<file path="config.mk">
export PLATFORM = sky130hd
export DESIGN_NAME = fifo_ctrl
export DESIGN_NICKNAME = d
export VERILOG_FILES = /design/src/rtl/fifo_pkg.sv /design/src/rtl/fifo_wrap_ptr.sv /design/src/rtl/fifo_ctrl.sv
export SDC_FILE = /design/constraint.sdc
export NUM_CORES = 1
export LEC_CHECK = 0
export CAP_MARGIN = 20
export CELL_PAD_IN_SITES_DETAIL_PLACEMENT = 0
export CELL_PAD_IN_SITES_GLOBAL_PLACEMENT = 1
export CORE_MARGIN = 8
export CORE_UTILIZATION = 33
export CTS_CLUSTER_DIAMETER = 40
export DETAILED_ROUTE_END_ITERATION = 8
export PLACE_DENSITY = 0.8
export SLEW_MARGIN = 0
export SYNTH_ARGS = -nofsm -noshare
export SYNTH_HDL_FRONTEND = slang
export SYNTH_SLANG_ARGS = --single-unit
</file>
<file path="constraint.sdc">
create_clock -name clk -period 4 [get_ports clk]
set_clock_uncertainty 0.1 [all_clocks]
set_input_delay 0.8 -clock clk [delete_from_list [all_inputs] [get_ports clk]]
set_output_delay 0.8 -clock clk [all_outputs]
set_load 0.05 [all_outputs]
</file>
<file path="src/rtl/fifo_pkg.sv">
// Shared defaults and sizing rules for the FIFO controller slice.
package fifo_pkg;

  localparam int DEF_DATA_WIDTH = 8;
  localparam int DEF_ADDR_WIDTH = 13;
  localparam int DEF_RAM_DEPTH  = 5000;

  // Occupancy needs one extra bit so that a completely full FIFO is representable.
  function automatic int count_width(input int addr_width);
    return addr_width + 1;
  endfunction

endpackage

</file>
<file path="src/rtl/fifo_wrap_ptr.sv">
// Pointer register that counts 0..DEPTH-1 and wraps explicitly, so DEPTH need not be a power of two.
module fifo_wrap_ptr #(
  parameter int WIDTH = 13,
  parameter int DEPTH = 5000
) (
  input  logic             clk,
  input  logic             reset,
  input  logic             clear,
  input  logic             en,
  output logic [WIDTH-1:0] ptr
);

  localparam logic [WIDTH-1:0] LAST = WIDTH'(DEPTH - 1);
  localparam logic [WIDTH-1:0] ONE  = WIDTH'(1);

  logic [WIDTH-1:0] ptr_r;

  // Pointer register: clear beats advance, last entry wraps to zero.
  always_ff @(posedge clk or posedge reset) begin
    if (reset) begin
      ptr_r <= {WIDTH{1'b0}};
    end else if (clear) begin
      ptr_r <= {WIDTH{1'b0}};
    end else if (en) begin
      ptr_r <= (ptr_r == LAST) ? {WIDTH{1'b0}} : (ptr_r + ONE);
    end else begin
      ptr_r <= ptr_r;
    end
  end

  assign ptr = ptr_r;

endmodule

</file>
<file path="src/rtl/fifo_ctrl.sv">
// First-word-fall-through FIFO controller driving an external dual-port RAM with asynchronous read.
// Optional sticky overflow/underflow outputs are enabled by defining FIFO_ERR_FLAGS_EN.
module fifo_ctrl
  import fifo_pkg::*;
#(
  parameter int DATA_WIDTH = DEF_DATA_WIDTH,
  parameter int ADDR_WIDTH = DEF_ADDR_WIDTH,
  parameter int RAM_DEPTH  = DEF_RAM_DEPTH
) (
  input  logic                                clk,
  input  logic                                reset,
  input  logic                                flush,
  input  logic                                wr_valid,
  output logic                                wr_ready,
  input  logic [DATA_WIDTH-1:0]               wr_data,
  output logic                                rd_valid,
  input  logic                                rd_ready,
  output logic [DATA_WIDTH-1:0]               rd_data,
  output logic [count_width(ADDR_WIDTH)-1:0]  count,
  output logic                                full,
  output logic                                empty,
`ifdef FIFO_ERR_FLAGS_EN
  output logic                                overflow,
  output logic                                underflow,
`endif
  output logic [ADDR_WIDTH-1:0]               ram_wr_addr,
  output logic [DATA_WIDTH-1:0]               ram_wr_data,
  output logic                                ram_we,
  output logic [ADDR_WIDTH-1:0]               ram_rd_addr,
  input  logic [DATA_WIDTH-1:0]               ram_rd_data
);

  localparam int CW = count_width(ADDR_WIDTH);
  localparam logic [CW-1:0] DEPTH_C = CW'(RAM_DEPTH);
  localparam logic [CW-1:0] ONE_C   = CW'(1);

  logic [CW-1:0]         count_r;
  logic [CW-1:0]         count_nxt_s;
  logic                  full_r;
  logic                  empty_r;
  logic                  push_s;
  logic                  pop_s;
  logic [ADDR_WIDTH-1:0] wr_ptr_s;
  logic [ADDR_WIDTH-1:0] rd_ptr_s;

  // Reset is folded in so the RAM never sees a write strobe while reset is held.
  assign wr_ready = ~full_r;
  assign rd_valid = ~empty_r;
  assign push_s   = wr_valid & ~full_r & ~flush & ~reset;
  assign pop_s    = rd_ready & ~empty_r & ~flush;

  fifo_wrap_ptr #(.WIDTH(ADDR_WIDTH), .DEPTH(RAM_DEPTH)) u_wr_ptr (
    .clk   (clk),
    .reset (reset),
    .clear (flush),
    .en    (push_s),
    .ptr   (wr_ptr_s)
  );

  fifo_wrap_ptr #(.WIDTH(ADDR_WIDTH), .DEPTH(RAM_DEPTH)) u_rd_ptr (
    .clk   (clk),
    .reset (reset),
    .clear (flush),
    .en    (pop_s),
    .ptr   (rd_ptr_s)
  );

  // Next occupancy; simultaneous push and pop leave it unchanged.
  always_comb begin
    count_nxt_s = count_r;
    if (flush) begin
      count_nxt_s = {CW{1'b0}};
    end else begin
      case ({push_s, pop_s})
        2'b10:   count_nxt_s = count_r + ONE_C;
        2'b01:   count_nxt_s = count_r - ONE_C;
        default: count_nxt_s = count_r;
      endcase
    end
  end

  // Occupancy and flags registered together so the flags always match count.
  always_ff @(posedge clk or posedge reset) begin
    if (reset) begin
      count_r <= {CW{1'b0}};
      full_r  <= 1'b0;
      empty_r <= 1'b1;
    end else begin
      count_r <= count_nxt_s;
      full_r  <= (count_nxt_s == DEPTH_C);
      empty_r <= (count_nxt_s == {CW{1'b0}});
    end
  end

`ifdef FIFO_ERR_FLAGS_EN
  logic overflow_r;
  logic underflow_r;

  // Sticky misuse flags, cleared only by reset or flush.
  always_ff @(posedge clk or posedge reset) begin
    if (reset) begin
      overflow_r  <= 1'b0;
      underflow_r <= 1'b0;
    end else if (flush) begin
      overflow_r  <= 1'b0;
      underflow_r <= 1'b0;
    end else begin
      overflow_r  <= overflow_r | (wr_valid & full_r);
      underflow_r <= underflow_r | (rd_ready & empty_r);
    end
  end

  assign overflow  = overflow_r;
  assign underflow = underflow_r;
`endif

  assign count       = count_r;
  assign full        = full_r;
  assign empty       = empty_r;
  assign ram_we      = push_s;
  assign ram_wr_addr = wr_ptr_s;
  assign ram_wr_data = wr_data;
  assign ram_rd_addr = rd_ptr_s;
  assign rd_data     = ram_rd_data;

endmodule

</file>
==> reports/summary.log <==
[outcome] result of the run complete, no violations
[sta] setup repair after global routing missed its margin true
[floorplan] row count 35
[drt] post-route ant nets 0
[sta] final-layout setup total negative slack 0 ps
[worst_setup_path] critical path type input pin to register
[synthesis] syn_area_per_cell 8.41 sq um
[clock_network] H-tree depth 2
[clock_network] Clock Latency Late Sink 300 ps
[drt] routed length per placed instance 16.1 microns
[clock_network] Max Root-Sink Buffers 2
[floorplan] number of I/O pins 82
[sta] final critical-path required period 3980 ps
[grt] pin count of the biggest net entering global routing 43
[drt] count of TritonRoute iterations in the first routing pass 4
[drt] remaining routing DRC violations 0
[final_layout] Area growth, synth to finish 30.2%
[clock_network] CTS Root Cell sky130_fd_sc_hd__clkbuf_8
[power_and_ir_drop] Static Leakage 1.72 nW
[synthesis] post-synth cell types 64
[final_layout] share of cells above drive strength 1 20.5%
[power_and_ir_drop] peak supply drop 193 uV
[floorplan] Die ar. 12800 sq um
[final_layout] number of fill cells 935
[sta] fin crit share 99.4%
[synthesis] Synth Flop Type sky130_fd_sc_hd__dfrtp_1
[placement] Post-Place Cells 530
[worst_setup_path] crit path capture type register
[grt] sum of overflow across all layers after global routing 0
[worst_setup_path] critical-path cell with the highest stage delay sky130_fd_sc_hd__or4b_4
[placement] gpl congestion 0.823
[final_layout] Total Nets Final 459
[clock_network] clock tree from TritonCTS built
[drt] number of DRC markers after the initial detailed-route iteration 118
[drt] final wirelength 8780 microns
[worst_setup_path] Required @ worst endpoint 4120 ps
[clock_network] CTS clk-pin slew, worst paths 90 ps
[floorplan] Placeable Area 9200 sq um
[grt] global-route wire length before repair 14500 microns
[synthesis] mapped cell area 3120 sq um
[placement] half-perimeter wire length after detailed placement 6490 microns
[synthesis] proportion of synthesized chip area in sequential cells 33.7%
[synthesis] number of synthesized register bits 42
[sta] Slew Limit Headroom 50.6%
[final_layout] area of combinational cells with multiple inputs 1860 sq um
[final_layout] register area 1050 sq um
[synthesis] post-synth net total 397
[final_layout] non-filler cells in the finished layout 545
[synthesis] number of synthesized flops with an enable pin 0
[worst_setup_path] arrival time of data at the critical path endpoint 4100 ps
[floorplan] starting density of the core 33.9%
[sta] highest clock frequency the design can meet 0.252 GHz
[worst_setup_path] ordered list of cells on the worst path buf_8 -> nor4b_4 -> inv_2 -> ha_4 -> xor2_2 -> ha_2 -> nand4b_1 -> and4_1 -> or3_1 -> a31oi_2 -> mux2_4 -> nor4_4 -> or4b_4 -> buf_4 -> nor3_2
[sta] final count of hold timing violations 0
[drt] vias per cell 5.44
[grt] number of antenna violations at the first check in global routing 0
[sta] Least-Margin Pin Slew 739 ps
[grt] vias in the first global route 2805
[floorplan] Die X 113 microns
[placement] count of input and output buffers 49
[worst_setup_path] maximum fanout along the worst path 3
[clock_network] clk sink count 42
[clock_network] Post-CTS Hold Fix Bufs 0
[synthesis] number of warnings reported in the yosys synthesis log 0
[min_path] Hold Path Class register to register
[synthesis] instance count of the mapped netlist 371
[worst_setup_path] peak per-stage delay on the critical path 510 ps
[synthesis] share of async-settable or async-resettable flops after synthesis 100%
[clock_network] total clock buffers created by CTS 5
[drt] via count 2967
[grt] Global Route Usage Sum 13.5%
[flow_run] number of maximum-capacitance constraint violations 0
[sta] max-slew violation total from the final report 0
[final_layout] number of diodes added for antenna fixing 0
[worst_setup_path] Critical Path Start Type input pin
[sta] setup violation total in the final timing report 0
[floorplan] vertical die dimension 113 microns
[power_and_ir_drop] power per cell area 312 nW/um^2
==> per-layer routing <==
metal | track usage, % | wire length (microns)
met5 | 0 | 0
met4 | 3.11 | 104
met3 | 3.57 | 499
met2 | 20.8 | 4070
met1 | 18.4 | 4100
==> metrics by stage <==
step	util [%]	power, mW	setup WS [ps]	hold WS, ps	cell area [sq um]
finish	44.2	1.27	24.7	451	4070
global route	44.2	1.34	-114	487	4070
CTS	43.3	1.26	9.86	453	3980
detailed placement	41.8	0.901	-537	436	3840
global placement	41.8	0.894	-373	422	3840
floorplan	-	0.799	-840	681	3180
==> cells in the mapped netlist, types with 4 or more instances <==
| library cell | n | area, sq um |
|---|---|---|
| sky130_fd_sc_hd__dfrtp_1 | 41 | 1030 |
| sky130_fd_sc_hd__nor2_1 | 40 | 150 |
| sky130_fd_sc_hd__o21ai_0 | 40 | 200 |
| sky130_fd_sc_hd__nand2_1 | 22 | 82.6 |
| sky130_fd_sc_hd__nand3_1 | 18 | 90.1 |
| sky130_fd_sc_hd__buf_4 | 17 | 128 |
| sky130_fd_sc_hd__and3_1 | 14 | 87.6 |
| sky130_fd_sc_hd__a21oi_1 | 13 | 65.1 |
| sky130_fd_sc_hd__clkbuf_1 | 12 | 45.0 |
| sky130_fd_sc_hd__xor2_1 | 11 | 96.3 |
| sky130_fd_sc_hd__inv_1 | 10 | 37.5 |
| sky130_fd_sc_hd__nor2b_1 | 10 | 62.6 |
| sky130_fd_sc_hd__buf_2 | 8 | 40.0 |
| sky130_fd_sc_hd__nand2b_1 | 7 | 43.8 |
| sky130_fd_sc_hd__or3_1 | 7 | 43.8 |
| sky130_fd_sc_hd__xnor2_1 | 7 | 61.3 |
| sky130_fd_sc_hd__nand4_1 | 6 | 37.5 |
| sky130_fd_sc_hd__nor4_1 | 6 | 37.5 |
| sky130_fd_sc_hd__ha_1 | 5 | 62.6 |
| sky130_fd_sc_hd__o211ai_1 | 5 | 37.5 |
| sky130_fd_sc_hd__a31oi_1 | 4 | 25.0 |
==> cells in the final DEF (no fill, tap or decap), types with 3 or more instances in the layout <==
cell,instances
sky130_fd_sc_hd__nor2_1,40
sky130_fd_sc_hd__xnor2_1,7
sky130_fd_sc_hd__dfrtp_1,41
sky130_fd_sc_hd__or3_1,7
sky130_fd_sc_hd__nor3_1,3
sky130_fd_sc_hd__a21oi_1,13
sky130_fd_sc_hd__nor4_1,5
sky130_fd_sc_hd__nand4_1,6
sky130_fd_sc_hd__nand2_1,22
sky130_fd_sc_hd__nor2b_1,9
sky130_fd_sc_hd__clkbuf_8,5
sky130_fd_sc_hd__nand4b_1,3
sky130_fd_sc_hd__clkdlybuf4s50_1,44
sky130_fd_sc_hd__o21ai_0,40
sky130_fd_sc_hd__nand3_1,18
sky130_fd_sc_hd__buf_4,46
sky130_fd_sc_hd__a31oi_1,3
sky130_fd_sc_hd__inv_1,9
sky130_fd_sc_hd__xor2_1,10
sky130_fd_sc_hd__and4_1,3
sky130_fd_sc_hd__and3_1,14
sky130_fd_sc_hd__inv_2,3
sky130_fd_sc_hd__o211ai_1,5
sky130_fd_sc_hd__nand2b_1,7
sky130_fd_sc_hd__or4_1,3
==> worst max-delay path, delay by kind of cell <==
family	cells	cell delay [ps]
AO/OA/AOI/OAI	1	190
adder cells (fa/ha/maj)	2	390
XOR/XNOR	1	130
AND/OR/NAND/NOR	7	1920
buffers and inverters	3	350
multiplexers	1	330
==> what timing repair did <==
action                                  4_1_cts  5_1_grt
pin swaps                                     1        8
setup buffers                                 1        6
endpoints found under the setup margin        2        2
resized for setup                            10       20
==> worst paths after layout <==
kind	startpoint	slack, ps	cells after the start	to
worst max-delay path	reset	20	15	full
worst min-delay path	u_wr_ptr.ptr[5]	450	1	u_wr_ptr.ptr[5]
worst max register to register	full	130	14	full
worst min register to register	u_wr_ptr.ptr[5]	450	1	u_wr_ptr.ptr[5]
max in group asynchronous	reset	2860	3	count[0]
min in group asynchronous	reset	550	3	u_wr_ptr.ptr[12]
==> power breakdown <==
group | internal, mW | switching, mW
combinational | 0.187 | 0.249
clock | 0.187 | 0.157
sequential | 0.446 | 0.0432
==> sequential cells by signal, indices dropped and copies added, names as in the netlist <==
| signal | flops |
|---|---|
| empty | 1 |
| u_wr_ptr.ptr | 13 |
| u_rd_ptr.ptr | 13 |
| count | 14 |
| full | 1 |
==> area by class of cell <==
type                    count  share of cell area (%)
clock buffers               5                    1.69
clock inverters             3                    1.08
well taps                 111                    3.42
multi-input cells         276                    45.6
inverters                  12                    1.11
flip-flops and latches     42                    25.9
repair buffers             96                    21.2
==> cell families (layout without fill, tap and decap cells) <==
| group | Yosys count | in the layout | synth area share, % |
|---|---|---|---|
| multiplexers | 7 | 7 | 2.56 |
| XOR/XNOR | 18 | 18 | 5.05 |
| AO/OA/AOI/OAI | 89 | 89 | 18.8 |
| AND/OR/NAND/NOR | 157 | 157 | 28.4 |
| adder cells (fa/ha/maj) | 5 | 5 | 2.00 |
| buffers and inverters | 53 | 116 | 9.50 |
| flip-flops | 42 | 42 | 33.7 |
Note: power is estimated with default switching activity, not from simulation.
